===== src/rtl/fetch_prefetch_unit.sv =====
// Fetch front end: one outstanding icache request, DEPTH-entry {pc,instr} queue, redirect flush.
// Head visible the cycle after a push; no issue while the queue is full or a stale response is due.
module fetch_prefetch_unit #(
    parameter int unsigned     XLEN     = 32,
    parameter int unsigned     DEPTH    = 4,
    parameter logic [XLEN-1:0] RESET_PC = '0
) (
    input  logic            clk,
    input  logic            reset,
    input  logic            exception,
    input  logic [XLEN-1:0] exception_target,
    input  logic            jump,
    input  logic [XLEN-1:0] jump_target,
    input  logic            branch,
    input  logic [XLEN-1:0] branch_target,
    output logic            req_valid,
    output logic [XLEN-1:0] req_addr,
    input  logic            req_ready,
    input  logic            rsp_valid,
    input  logic [XLEN-1:0] rsp_data,
    output logic            out_valid,
    output logic [XLEN-1:0] out_pc,
    output logic [XLEN-1:0] out_instr,
    input  logic            out_ready,
    output logic [15:0]     drop_count
);
    localparam int unsigned PW = (DEPTH > 1) ? $clog2(DEPTH) : 1;
    localparam int unsigned CW = $clog2(DEPTH + 1);

    typedef enum logic {S_IDLE, S_WAIT} state_t;

    state_t          state_q, state_d;
    logic [XLEN-1:0] fetch_pc_q, fetch_pc_d;
    logic [XLEN-1:0] req_pc_q, req_pc_d;
    logic            stale_q, stale_d;
    logic [PW-1:0]   head_q, head_d;
    logic [PW-1:0]   tail_q, tail_d;
    logic [CW-1:0]   count_q, count_d;
    logic [15:0]     drop_count_q, drop_count_d;
    logic [XLEN-1:0] pc_mem_q    [DEPTH];
    logic [XLEN-1:0] instr_mem_q [DEPTH];

    logic            redirect;
    logic [XLEN-1:0] target;
    logic            accept;
    logic            rsp_take;
    logic            discard;
    logic            push;
    logic            pop;

    assign redirect = exception | jump | branch;

    always_comb begin
        target = branch_target;
        if (exception) begin
            target = exception_target;
        end else if (jump) begin
            target = jump_target;
        end
        target[1:0] = 2'b00;
    end

    // Gated by reset so nothing is offered to the icache while it is also held in reset.
    assign req_valid = ~reset & (state_q == S_IDLE) & ~redirect & ~stale_q
                     & (count_q < CW'(DEPTH));
    assign req_addr  = fetch_pc_q;

    assign accept   = req_valid & req_ready;
    assign rsp_take = (state_q == S_WAIT) & rsp_valid;
    assign discard  = rsp_take & (stale_q | redirect);
    assign push     = rsp_take & ~discard;
    assign pop      = out_valid & out_ready;

    assign out_valid  = (count_q != '0);
    assign out_pc     = pc_mem_q[head_q];
    assign out_instr  = instr_mem_q[head_q];
    assign drop_count = drop_count_q;

    always_comb begin
        state_d      = state_q;
        fetch_pc_d   = fetch_pc_q;
        req_pc_d     = req_pc_q;
        stale_d      = stale_q;
        head_d       = head_q;
        tail_d       = tail_q;
        count_d      = count_q;
        drop_count_d = drop_count_q;

        if (accept) begin
            req_pc_d   = fetch_pc_q;
            fetch_pc_d = fetch_pc_q + XLEN'(4);
            state_d    = S_WAIT;
        end

        // A returning response always settles the outstanding request, even alongside a redirect.
        if (rsp_take) begin
            state_d = S_IDLE;
            stale_d = 1'b0;
        end else if (redirect && state_q == S_WAIT) begin
            stale_d = 1'b1;
        end

        if (discard && drop_count_q != 16'hFFFF) begin
            drop_count_d = drop_count_q + 16'd1;
        end

        if (push) tail_d = tail_q + PW'(1);
        if (pop)  head_d = head_q + PW'(1);
        case ({push, pop})
            2'b10:   count_d = count_q + CW'(1);
            2'b01:   count_d = count_q - CW'(1);
            default: count_d = count_q;
        endcase

        if (redirect) begin
            fetch_pc_d = target;
            head_d     = '0;
            tail_d     = '0;
            count_d    = '0;
        end
    end

    always_ff @(posedge clk or posedge reset) begin
        if (reset) begin
            state_q      <= S_IDLE;
            fetch_pc_q   <= RESET_PC;
            req_pc_q     <= '0;
            stale_q      <= 1'b0;
            head_q       <= '0;
            tail_q       <= '0;
            count_q      <= '0;
            drop_count_q <= '0;
        end else begin
            state_q      <= state_d;
            fetch_pc_q   <= fetch_pc_d;
            req_pc_q     <= req_pc_d;
            stale_q      <= stale_d;
            head_q       <= head_d;
            tail_q       <= tail_d;
            count_q      <= count_d;
            drop_count_q <= drop_count_d;
        end
    end

    always_ff @(posedge clk) begin
        if (push) begin
            pc_mem_q[tail_q]    <= req_pc_q;
            instr_mem_q[tail_q] <= rsp_data;
        end
    end

endmodule


===== config.mk =====
export PLATFORM = sky130hd
export DESIGN_NAME = fetch_prefetch_unit
export DESIGN_NICKNAME = d
export VERILOG_FILES = /design/src/rtl/fetch_prefetch_unit.sv
export SDC_FILE = /design/constraint.sdc
export NUM_CORES = 1
export LEC_CHECK = 0
export ABC_AREA = 1
export CAP_MARGIN = 20
export CELL_PAD_IN_SITES_DETAIL_PLACEMENT = 1
export CELL_PAD_IN_SITES_GLOBAL_PLACEMENT = 1
export CORE_UTILIZATION = 41
export DETAILED_ROUTE_END_ITERATION = 6
export PLACE_DENSITY = 0.75
export REMOVE_ABC_BUFFERS = 1
export SYNTH_ARGS = -nofsm -noshare
export SYNTH_HDL_FRONTEND = slang
export SYNTH_SLANG_ARGS = --single-unit

===== constraint.sdc =====
create_clock -name clk -period 7.1 [get_ports clk]
set_input_delay 2.13 -clock clk [delete_from_list [all_inputs] [get_ports clk]]
set_output_delay 2.13 -clock clk [all_outputs]
set_load 0.03 [all_outputs]

---- Yosys cells after proc, flatten, opt, wreduce, memory -nomap -nowiden ----
Memory sizes are Yosys's and may differ from the RTL's.
Index checks and enable logic that the tools add are counted.
word-level totals
  memories kept ........................... 2
  memory bits (writable) .................. 256
  bits of input ports ..................... 136
  flip-flop bits (word level) ............. 89
cells by class
  order comparisons ....................... 1
  equality and inequality tests ........... 3
  add/subtract/negate cells ............... 6
  reduce and logical (&&, ||, !) cells .... 9
  bitwise operators ....................... 17
  mux-type cells .......................... 16
memories
  name         words  width  read ports  clocked after memory_dff  write ports  line  source
  instr_mem_q  4      32     1           0                         1            41    logic [XLEN-1:0] instr_mem_q [DEPTH];
  pc_mem_q     4      32     1           0                         1            40    logic [XLEN-1:0] pc_mem_q [DEPTH];
operators by type and width
  operator                                                             number
  32-bit 2-to-1 mux                                                    4
  32-bit by 3-bit adder with 32-bit output (second input constant)     1
  16-bit by 1-bit adder with 16-bit output (second input constant)     1
  16-bit != test (second input constant)                               1
  2-bit nonzero test                                                   5
  1-bit bitwise AND                                                    9
  2-bit 2-to-1 mux                                                     4
  1-bit 2-to-1 mux                                                     6
  3-bit one-hot mux with 2 select lines                                1
  3-bit nonzero test                                                   2
  1-bit NOT                                                            5
  2-bit by 1-bit adder with 2-bit output (second input constant)       2
  3-bit by 1-bit adder with 3-bit output (second input constant)       1
  3-bit less-than comparator (second input constant)                   1
  3-bit 2-to-1 mux                                                     1
  1-bit OR                                                             3
  3-bit by 1-bit subtractor with 3-bit output (second input constant)  1
  2-bit by 1-bit == test with 1-bit output (second input constant)     1
  2-bit == test (second input constant)                                1
  1-bit logical AND                                                    2

---- Logic depth before layout (Yosys ltp) ----
Gate-level depths: netlist of run 1.
  word-level depth ........................ 9
  gate-level depth with buffers ........... 13
  mapped depth without buffers ............ 12

---- Least setup slack after synthesis of run 1 ----
OpenSTA, ideal clock, no wires.
  path kind ............................... input to output
  start ................................... in reset
  end ..................................... out req_valid
  required time ........................... 4.970 ns
  path buffers ............................ 0
  arrival ................................. 4.685 ns
  setup slack ............................. 0.285 ns
  cell stages on the path ................. 3
  cells stage by stage .................... inv_1 -> nand4_1 -> nor2_2
between the ends
  longest elaborated chain between the ends .. 5
ends and longest elaborated chain
  element                         line  source
  start: declaration              9     input logic reset,
  1-bit NOT                       64    assign req_valid = ~reset & (state_q == S_IDLE) & ~redirect & ~stale_q
  1-bit bitwise AND (3 in a row)  64
  1-bit bitwise AND               65    & (count_q < CW'(DEPTH));
  end: declaration                16    output logic req_valid,
Every way passes these cells.

---- Worst setup path in the final report of run 1 ----
  start ................................... reg head_q[0]
  end ..................................... out out_pc[27]
between the ends
  longest elaborated chain between the ends .. 1
ends and longest elaborated chain
  element                   line  source
  start: declaration        36    logic [PW-1:0] head_q, head_d;
  start signal: assignment  129   head_q <= '0;
  start signal: assignment  138   head_q <= head_d;
  memory read 4 x 32 bit    -
  end: declaration          22    output logic [XLEN-1:0] out_pc,
Every way passes these cells.

==> results by group, run 1 <==
Status
  – Status: finished clean

Power and ir drop
  – Switching part of the total: 26.3%
  – Flop pwr share: 50.5%
  – Power share of the clock group: 37.2%
  – Switching power: 1.32 mW
  – Post-layout power: 5.02 mW
  – Internal power consumption: 3.70 mW
  – Combinational power share: 12.3%
  – Lkg Pwr: 6.94 nW
  – Worst vdd ir: 172 µV
  – Power per unit of standard cell area: 271 nW/µm²

Worst setup path
  – Crit path launch type: flop
  – Crit path kind: flop to primary output
  – Required time at the endpoint of the critical path: 4.97 ns
  – Crit path DAT: 3.58 ns
  – Maximum fanout encountered on the critical timing path: 103
  – CP Capture Type: primary output

Timing
  – Minimum clock period: 5.71 ns
  – # setup viols final: 0
  – Final period util: 80.4%
  – Pins over their slew limit: 0
  – Smallest setup slack after layout: 1.39 ns
  – Hold violation total from the final report: 0
  – Maximum operating frequency: 175 MHz
  – Worst clock skew: 0.0194 ns
  – Pin slew with the least headroom to its limit: 1.05 ns
  – Worst slew slack as a fraction of its limit: 29.8%
  – Worst hold slack across all endpoints: 0.513 ns
  – RSZ-0062 raised after global routing: no

Clock tree
  – Post-CTS setup repair buffer count: 0
  – Post-CTS clock slew at the launch and capture registers of the worst setup and hold paths: 0.06 ns
  – Buffers from clock root to sink, at most: 3
  – Latest clock arrival within the worst-skew pair: 0.51 ns
  – CTS tree: yes
  – Number of H-tree branching levels: 2
  – CTS Hold Buffers Added: 0
  – Post-cts gate resize count: 0
  – Total number of clock tree sinks: 333
  – Number of buffers inserted during clock tree synthesis: 37
  – CTS root buf: sky130_fd_sc_hd__clkbuf_16

Routing
  – Average routed wire per standard cell: 19.0 µm
  – WL met3: 2.32 mm
  – Violation count after the first detailed-routing iteration: 535
  – Met2 wire len: 19.2 mm
  – 1st-pass router iterations: 4
  – Post-DRT Antenna Nets: 0
  – Vias per Instance: 5.25
  – Detailed-route wire length on metal 1: 17.3 mm
  – Total Wirelength: 39.7 mm
  – DR vias: 11000
  – Top layer in use: met5
  – # DRC: 0

Synthesis
  – Area contributors post-synth: sky130_fd_sc_hd__edfxtp_1 51%, sky130_fd_sc_hd__dfrtp_1 15%, sky130_fd_sc_hd__nand2_1 6.9%
  – Average footprint of a synthesized cell: 10.4 µm²
  – Cells after synthesis: 1391
  – Fraction of post-synthesis cell area in the top cell type by area: 51.4%
  – Sequential element share of the synthesized area: 66.1%
  – Yosys reg bits: 333
  – Count of synthesis-stage warnings from yosys: 0
  – Number of unique standard cell types used by synthesis: 36
  – Biggest area consumer among synthesized cells: sky130_fd_sc_hd__edfxtp_1
  – Post-synth design cell area: 14500 µm²

Place
  – Number of port buffers: 239
  – Placed Cells incl. Taps: 2029
  – Pre-CTS worst setup slack: 1.48 ns
  – Final estimated routing congestion in global placement: 0.851
  – DPL Wire Length: 26.0 mm

Flow run
  – Max-Cap Viols: 0

Finish
  – Register area: 9580 µm²
  – Final Instance Count excl. Fillers: 2094
  – Antenna Cells: 0
  – Area used by multi-input combinational logic: 4320 µm²
  – Fraction of final layout cells with drive strength greater than 1: 6.53%
  – Layout area overhead: 27.6%
  – Most used cells in the layout excluding fill and tap cells: 267 x sky130_fd_sc_hd__nand2_1, 248 x sky130_fd_sc_hd__edfxtp_1, 238 x sky130_fd_sc_hd__clkdlybuf4s50_1, 212 x sky130_fd_sc_hd__nor2_1, 168 x sky130_fd_sc_hd__o21ai_0
  – Final net count: 1756
  – Fillers: 3724
  – Most common library cell in the layout ignoring fill and taps: sky130_fd_sc_hd__nand2_1

Hold path
  – Worst hold path type: flop to flop

Floorplan
  – Overall die area: 36100 µm²
  – Number of I/O pins: 250
  – Core Rows: 68
  – Width of the die: 190 µm
  – Core footprint: 34600 µm²
  – Starting utilization of the core area: 41.9%
  – Die height: 190 µm

Global route
  – GR Overflow Total: 0
  – Number of global-route vias before repair: 11500
  – First-pass GRT wire length: 62.8 mm
  – Maximum number of pins on one net before global-route repair: 104
  – Number of antenna violations at the first check in global routing: 1
  – Global-route total usage across every layer: 22.3%
## cell usage after synthesis
cell type                  number
sky130_fd_sc_hd__ha_1           6
sky130_fd_sc_hd__nor2_4         2
sky130_fd_sc_hd__nand2_1      267
sky130_fd_sc_hd__a21oi_1       30
sky130_fd_sc_hd__nor2_2         5
sky130_fd_sc_hd__buf_4         10
sky130_fd_sc_hd__nand3_4        1
sky130_fd_sc_hd__nor3_1         5
sky130_fd_sc_hd__inv_2          8
sky130_fd_sc_hd__a22oi_1        2
sky130_fd_sc_hd__clkinv_1       3
sky130_fd_sc_hd__conb_1         1
sky130_fd_sc_hd__a211oi_1       1
sky130_fd_sc_hd__edfxtp_1     248
sky130_fd_sc_hd__o21ai_0      168
sky130_fd_sc_hd__dfrtp_1       85
sky130_fd_sc_hd__nand3_1       48
sky130_fd_sc_hd__nor3b_1        1
sky130_fd_sc_hd__nor2_1       216
sky130_fd_sc_hd__o22ai_1       63
sky130_fd_sc_hd__o21ai_1       17
sky130_fd_sc_hd__or2_2          3
sky130_fd_sc_hd__a31oi_1        7
sky130_fd_sc_hd__nand3b_1       2
sky130_fd_sc_hd__xnor2_1        3
sky130_fd_sc_hd__nor3_2         2
sky130_fd_sc_hd__clkbuf_1      45
sky130_fd_sc_hd__o31ai_1        2
sky130_fd_sc_hd__nand2_2        5
sky130_fd_sc_hd__inv_1         67
sky130_fd_sc_hd__nand3_2        1
sky130_fd_sc_hd__fa_1           1
sky130_fd_sc_hd__xor2_1        16
sky130_fd_sc_hd__nand4_1        8
sky130_fd_sc_hd__buf_2         21
sky130_fd_sc_hd__o211ai_1      21
## final timing paths
kind | slack (ns) | from | depth (start not counted) | end
worst min register to register | 0.51 | req_pc_q[14] | 0 | pc_mem_q[3][14]
worst max register to register | 4.76 | state_q | 5 | instr_mem_q[3][19]
min in group asynchronous | 2.07 | reset | 3 | req_addr[4]
worst max-delay path | 1.39 | head_q[0] | 5 | out_pc[27]
worst min-delay path | 0.51 | req_pc_q[14] | 0 | pc_mem_q[3][14]
max in group asynchronous | 3.93 | reset | 4 | head_q[0]
## cells by family (layout without fill, tap and decap cells)
group | after synthesis | after routing | synth area share [%]
simple gates | 566 | 566 | 15.9
flops | 333 | 333 | 66.1
compound gates | 311 | 311 | 11.8
buf+inv | 154 | 399 | 4.43
xor+xnor | 19 | 19 | 1.15
fa+ha+maj | 7 | 7 | 0.656
other cells | 1 | 4 | 0.0259
## through the flow
stage / util [%] / instance area [µm²] / setup TNS [ns]
after detailed placement: 50.0 / 17300 / 0
after global routing: 53.4 / 18500 / 0
after global placement: 50.0 / 17300 / 0
after floorplan: - / 14200 / -9.67
final: 53.4 / 18500 / 0
after CTS: 53.4 / 18500 / 0
## worst max-delay path, cell delays in order, from the launching register on
cell and delay [ns]:
sky130_fd_sc_hd__dfrtp_4 0.60, sky130_fd_sc_hd__clkinv_2 0.29, sky130_fd_sc_hd__buf_4 0.85, sky130_fd_sc_hd__o21ai_0 0.23
sky130_fd_sc_hd__o22ai_1 0.28, sky130_fd_sc_hd__clkdlybuf4s50_1 0.73
## final cells by class
class,instances,area share [%]
sequential,333,51.8
multi-input combinational,907,23.3
timing repair buffer,256,13.8
clock buffer,45,5.22
tap,455,3.08
inverter,78,1.60
clock inverter,20,1.14
## per-layer routing
metal | global-route usage, % | vias to the layer above
met2 | 38.6 | 282
met1 | 28.1 | 5385
met4 | 6.02 | 2
li1 | - | 5258
met3 | 5.00 | 61
met5 | 0 | -
## power groups by stage
stage / Sequential [mW] / Clock, mW / Combinational, mW
floorplan: 2.57 / 0 / 0.259
global route: 2.56 / 1.97 / 0.685
detailed placement: 2.56 / 0 / 0.617
finish: 2.53 / 1.87 / 0.616
global placement: 2.54 / 0 / 0.599
CTS: 2.53 / 1.91 / 0.623
## sequential cells by signal, indices dropped and copies added, names as in the netlist
| name | flops |
|---|---|
| req_pc_q | 30 |
| instr_mem_q | 128 |
| state_q | 1 |
| tail_q | 2 |
| count_q | 3 |
| stale_q | 1 |
| head_q | 2 |
| pc_mem_q | 120 |
| req_addr | 30 |
| drop_count | 16 |
(Power assumes the default switching activity.)
==> run 2, diff against run 1 <==
==> constraint.sdc (replaced) <==
create_clock -name clk -period 5.9 [get_ports clk]
set_input_delay 1.77 -clock clk [delete_from_list [all_inputs] [get_ports clk]]
set_output_delay 1.77 -clock clk [all_outputs]
set_load 0.03 [all_outputs]
==> results by group, run 2 (synthesized netlist as in run 1, its figures left out) <==
Worst setup path
  – Crit path launch type: flop
  – Crit path DAT: 3.19 ns
  – Buffers and inverters on the worst path: 2
  – Launching point of the worst reg2reg path: drop_count[0]
  – Slowest CP cell: sky130_fd_sc_hd__dfrtp_4
  – Worst setup path startpoint: head_q[0]
  – Required time at the endpoint of the critical path: 4.13 ns
  – CP Capture Type: primary output
  – Crit path kind: flop to primary output
  – Maximum fanout encountered on the critical timing path: 74
  – Cell chain of the critical path: buf_4 -> o21ai_0 -> o22ai_1 -> clkdlybuf4s50_1
  – Largest stage delay on the critical path: 0.79 ns
  – Cell family with the largest share of critical-path delay: buffers and inverters

Global route
  – Global-route total usage across every layer: 22.0%
  – Maximum number of pins on one net before global-route repair: 75
  – GR Overflow Total: 0
  – Number of antenna violations at the first check in global routing: 1
  – First-pass GRT wire length: 62.4 mm
  – Number of global-route vias before repair: 11700

Place
  – Number of port buffers: 239
  – Cell Area, Placed: 17300 µm²
  – Final estimated routing congestion in global placement: 0.872
  – Pre-CTS worst setup slack: 1.03 ns
  – DPL Wire Length: 25.4 mm

Finish
  – Top register by number of flip-flops: instr_mem_q
  – Layout area overhead: 27.0%
  – Fraction of final layout cells with drive strength greater than 1: 6.27%
  – Final net count: 1758
  – Max reg flops: 128
  – Most used cells in the layout excluding fill and tap cells: 267 x sky130_fd_sc_hd__nand2_1, 248 x sky130_fd_sc_hd__edfxtp_1, 238 x sky130_fd_sc_hd__clkdlybuf4s50_1, 212 x sky130_fd_sc_hd__nor2_1, 168 x sky130_fd_sc_hd__o21ai_0
  – Antenna Cells: 0
  – Biggest regs: instr_mem_q (128), pc_mem_q (120)
  – Most common library cell in the layout ignoring fill and taps: sky130_fd_sc_hd__nand2_1
  – Non-Filler Cell Area, Final: 18400 µm²

Routing
  – Post-DRT Antenna Nets: 0
  – Total Wirelength: 39.0 mm
  – # DRC: 0
  – Average routed wire per standard cell: 18.6 µm
  – DR vias: 10900
  – Vias per Instance: 5.22
  – 1st-pass router iterations: 4
  – Violation count after the first detailed-routing iteration: 499

Clock tree
  – Post-cts gate resize count: 0
  – Post-CTS setup repair buffer count: 0
  – Post-CTS clock slew at the launch and capture registers of the worst setup and hold paths: 0.05 ns
  – CTS Hold Buffers Added: 0
  – Buffers from clock root to sink, at most: 3
  – Total number of clock tree sinks: 333
  – Latest clock arrival within the worst-skew pair: 0.51 ns
  – CTS root buf: sky130_fd_sc_hd__clkbuf_16
  – CTS tree: yes
  – Number of buffers inserted during clock tree synthesis: 37
  – Number of H-tree branching levels: 2

Floorplan
  – Die height: 190 µm
  – Core footprint: 34600 µm²
  – Starting utilization of the core area: 41.9%
  – Core Rows: 68
  – Width of the die: 190 µm
  – Number of I/O pins: 250
  – Overall die area: 36100 µm²

Timing
  – RSZ-0062 raised after global routing: no
  – Final period util: 84.0%
  – Worst slew slack as a fraction of its limit: 43.4%
  – Hold violation total from the final report: 0
  – Pin slew with the least headroom to its limit: 0.847 ns
  – Pins over their slew limit: 0
  – # setup viols final: 0
  – Minimum clock period: 4.96 ns
  – Worst clock skew: 0.0149 ns
  – Smallest setup slack after layout: 0.944 ns
  – Maximum operating frequency: 202 MHz

Power and ir drop
  – Power per unit of standard cell area: 320 nW/µm²
  – Post-layout power: 5.88 mW
  – Lkg Pwr: 6.89 nW
  – Worst vdd ir: 233 µV

Flow run
  – Max-Cap Viols: 0

Hold path
  – Min-Delay Startpoint: req_pc_q[3]
  – Worst hold path type: flop to flop

Status
  – Status: finished clean
run 2: changes by cell type in the layout (fill, tap and decap cells not counted), sizes merged:
cell      previous run  this run
bufinv               4         1
clkbuf              45        48
buf                 18        20
clkinv              16        15
clkinvlp             2         3
inv                 76        77
run 2: worst paths after layout:
| path | end | slack [ns] | cells after the start |
|---|---|---|---|
| worst max-delay path | out_instr[11] | 0.94 | 4 |
| worst min register to register | pc_mem_q[0][3] | 0.52 | 0 |
| min in group asynchronous | req_addr[4] | 1.73 | 3 |
| max in group asynchronous | head_q[0] | 3.09 | 4 |
| worst max register to register | drop_count[9] | 3.77 | 8 |
| worst min-delay path | pc_mem_q[0][3] | 0.52 | 0 |
run 2: power breakdown:
group	internal (mW)	leakage (nW)	total (mW)	switching (mW)
registers	2.80	3.32	3.04	0.244
logic	0.310	3.05	0.742	0.432
clock network	1.20	0.521	2.10	0.895
run 2: area by class of cell:
type | instances | area, µm²
fill | 3753 | 16200
sequential | 333 | 9580
multi-input combinational | 907 | 4320
timing repair buffer | 258 | 2560
clock buffer | 48 | 967
tap | 455 | 569
inverter | 78 | 295
clock inverter | 18 | 124
run 2: routing by layer:
metal	vias up	wire (µm)	track usage (%)
met2	289	18700	37.9
li1	5270	-	-
met5	-	13	0
met1	5327	17200	28.1
met3	48	2390	4.76
met4	2	674	5.49
run 2: stage by stage:
| step | cells | hold slack [ns] | utilization [%] | TNS (ns) |
|---|---|---|---|---|
| finish | 2097 | 0.517 | 53.2 | 0 |
| global route | 2097 | 0.549 | 53.2 | 0 |
| CTS | 2097 | 0.519 | 53.2 | 0 |
| detailed placement | 2031 | 0.504 | 50.0 | 0 |
| floorplan | 1318 | 0.476 | - | -113.97 |
| global placement | 2031 | 0.493 | 50.0 | 0 |
==> run 3, diff against run 2 <==
==> constraint.sdc (replaced) <==
create_clock -name clk -period 4.7 [get_ports clk]
set_input_delay 1.41 -clock clk [delete_from_list [all_inputs] [get_ports clk]]
set_output_delay 1.41 -clock clk [all_outputs]
set_load 0.03 [all_outputs]
==> results by group, run 3 (synthesized netlist as in run 1, its figures left out) <==
Clock tree
  – Latest clock arrival within the worst-skew pair: 0.52 ns
  – CTS tree: yes
  – CTS root buf: sky130_fd_sc_hd__clkbuf_16
  – Post-cts gate resize count: 0
  – Number of buffers inserted during clock tree synthesis: 37
  – Post-CTS clock slew at the launch and capture registers of the worst setup and hold paths: 0.06 ns
  – Post-CTS setup repair buffer count: 0
  – Number of H-tree branching levels: 2
  – Buffers from clock root to sink, at most: 3
  – Total number of clock tree sinks: 333
  – CTS Hold Buffers Added: 0

Global route
  – GR Overflow Total: 0
  – Maximum number of pins on one net before global-route repair: 87
  – First-pass GRT wire length: 62.7 mm
  – Number of global-route vias before repair: 11600
  – Number of antenna violations at the first check in global routing: 0
  – Global-route total usage across every layer: 22.2%

Finish
  – Most common library cell in the layout ignoring fill and taps: sky130_fd_sc_hd__nand2_1
  – Non-Filler Cell Area, Final: 18600 µm²
  – Fraction of final layout cells with drive strength greater than 1: 6.91%
  – Biggest regs: instr_mem_q (128), pc_mem_q (120)
  – Final Instance Count excl. Fillers: 2105
  – Final net count: 1764
  – Max reg flops: 128
  – Layout area overhead: 28.2%
  – Most used cells in the layout excluding fill and tap cells: 267 x sky130_fd_sc_hd__nand2_1, 248 x sky130_fd_sc_hd__edfxtp_1, 238 x sky130_fd_sc_hd__clkdlybuf4s50_1, 212 x sky130_fd_sc_hd__nor2_1, 168 x sky130_fd_sc_hd__o21ai_0
  – Top register by number of flip-flops: instr_mem_q
  – Antenna Cells: 0

Worst setup path
  – Crit path kind: flop to primary output
  – Number of cells on the worst reg-to-reg path: 8
  – Crit path DAT: 2.97 ns
  – Maximum fanout encountered on the critical timing path: 86
  – Slowest CP cell: sky130_fd_sc_hd__clkdlybuf4s50_1
  – Launching point of the worst reg2reg path: drop_count[0]
  – Endpoint of the worst register-to-register path: drop_count[15]
  – Register-to-register path setup slack: 2.46 ns
  – Cell chain of the critical path: buf_4 -> o21ai_0 -> o22ai_1 -> clkdlybuf4s50_1
  – Required time at the endpoint of the critical path: 3.29 ns
  – Crit path launch type: flop
  – CP Capture Type: primary output
  – Largest stage delay on the critical path: 0.75 ns

Timing
  – Hold violation total from the final report: 0
  – Minimum clock period: 4.38 ns
  – RSZ-0062 raised after global routing: no
  – Maximum operating frequency: 228 MHz
  – Worst slew slack as a fraction of its limit: 40.1%
  – Smallest setup slack after layout: 0.323 ns
  – Final period util: 93.1%
  – Pin slew with the least headroom to its limit: 0.898 ns
  – # setup viols final: 0
  – Setup_tns: 0 ns
  – Worst clock skew: 0.0248 ns
  – Pins over their slew limit: 0

Floorplan
  – Width of the die: 190 µm
  – Starting utilization of the core area: 41.9%
  – Core Rows: 68
  – Core footprint: 34600 µm²
  – Overall die area: 36100 µm²
  – Number of I/O pins: 250
  – Die height: 190 µm

Power and ir drop
  – Lkg Pwr: 7.00 nW
  – Power per unit of standard cell area: 408 nW/µm²
  – Worst vdd ir: 236 µV

Place
  – Final estimated routing congestion in global placement: 0.885
  – DPL Wire Length: 26.9 mm
  – Placed Cells incl. Taps: 2037
  – Cell Area, Placed: 17400 µm²
  – Pre-CTS worst setup slack: 0.549 ns
  – Number of port buffers: 239

Routing
  – Total Wirelength: 39.8 mm
  – DR vias: 11000
  – Vias per Instance: 5.23
  – Average routed wire per standard cell: 18.9 µm
  – Violation count after the first detailed-routing iteration: 464
  – Post-DRT Antenna Nets: 0
  – # DRC: 0
  – 1st-pass router iterations: 4

Hold path
  – Worst hold endpoint: pc_mem_q[1][20]
  – Worst hold path type: flop to flop
  – Min-Delay Startpoint: req_pc_q[20]
  – Hold path depth: 0

Status
  – Status: finished clean

Flow run
  – Max-Cap Viols: 0
-- run 3: changes by cell type in the layout (fill, tap and decap cells not counted), sizes merged --
cell / before / now
buf: 20 / 26
bufinv: 1 / 3
clkbuf: 48 / 50
clkinvlp: 3 / 1
-- run 3: worst max-delay path: cells and delay by family (launching register included) --
kind | cells | cell delay [ns]
buf+inv | 2 | 1.42
flops | 1 | 0.42
compound gates | 2 | 0.59
-- run 3: routing by layer --
metal / vias up / global-route usage, % / share of wire, %
li1: 5274 / - / -
met1: 5389 / 28.0 / 43
met2: 281 / 38.3 / 49
met3: 55 / 4.57 / 5.5
met4: 0 / 6.45 / 2.5
met5: - / 0 / 0
-- run 3: where the power goes --
group	internal [mW]	switching, mW	total [mW]
clock	1.69	1.12	2.81
combinational	0.390	0.548	0.938
sequential	3.51	0.313	3.83
-- run 3: worst max-delay path by stage --
| stage | from | endpoint | slack [ns] |
|---|---|---|---|
| detailed placement | jump | count_q[2] | 0.55 |
| global route | head_q[0] | out_pc[13] | 0.20 |
| floorplan | head_q[0] | out_instr[0] | -1.84 |
| global placement | jump | count_q[2] | 0.69 |
| CTS | head_q[0] | out_pc[13] | 0.29 |
| finish | head_q[0] | out_pc[13] | 0.32 |
-- run 3: metrics by stage --
stage,total power [mW],util [%],hold slack [ns]
final,7.58,53.6,0.508
after global routing,7.89,53.6,0.538
after CTS,7.66,53.6,0.513
after detailed placement,4.81,50.2,0.514
after global placement,4.75,50.2,0.492
after floorplan,4.28,-,0.476
-- run 3: final cells by class --
type / count / area (µm²)
flip-flops and latches: 333 / 9580
clock buffers: 50 / 1020
repair buffers: 264 / 2630
multi-input cells: 907 / 4320
well taps: 455 / 569
inverters: 78 / 295
fillers: 3742 / 16100
clock inverters: 18 / 171
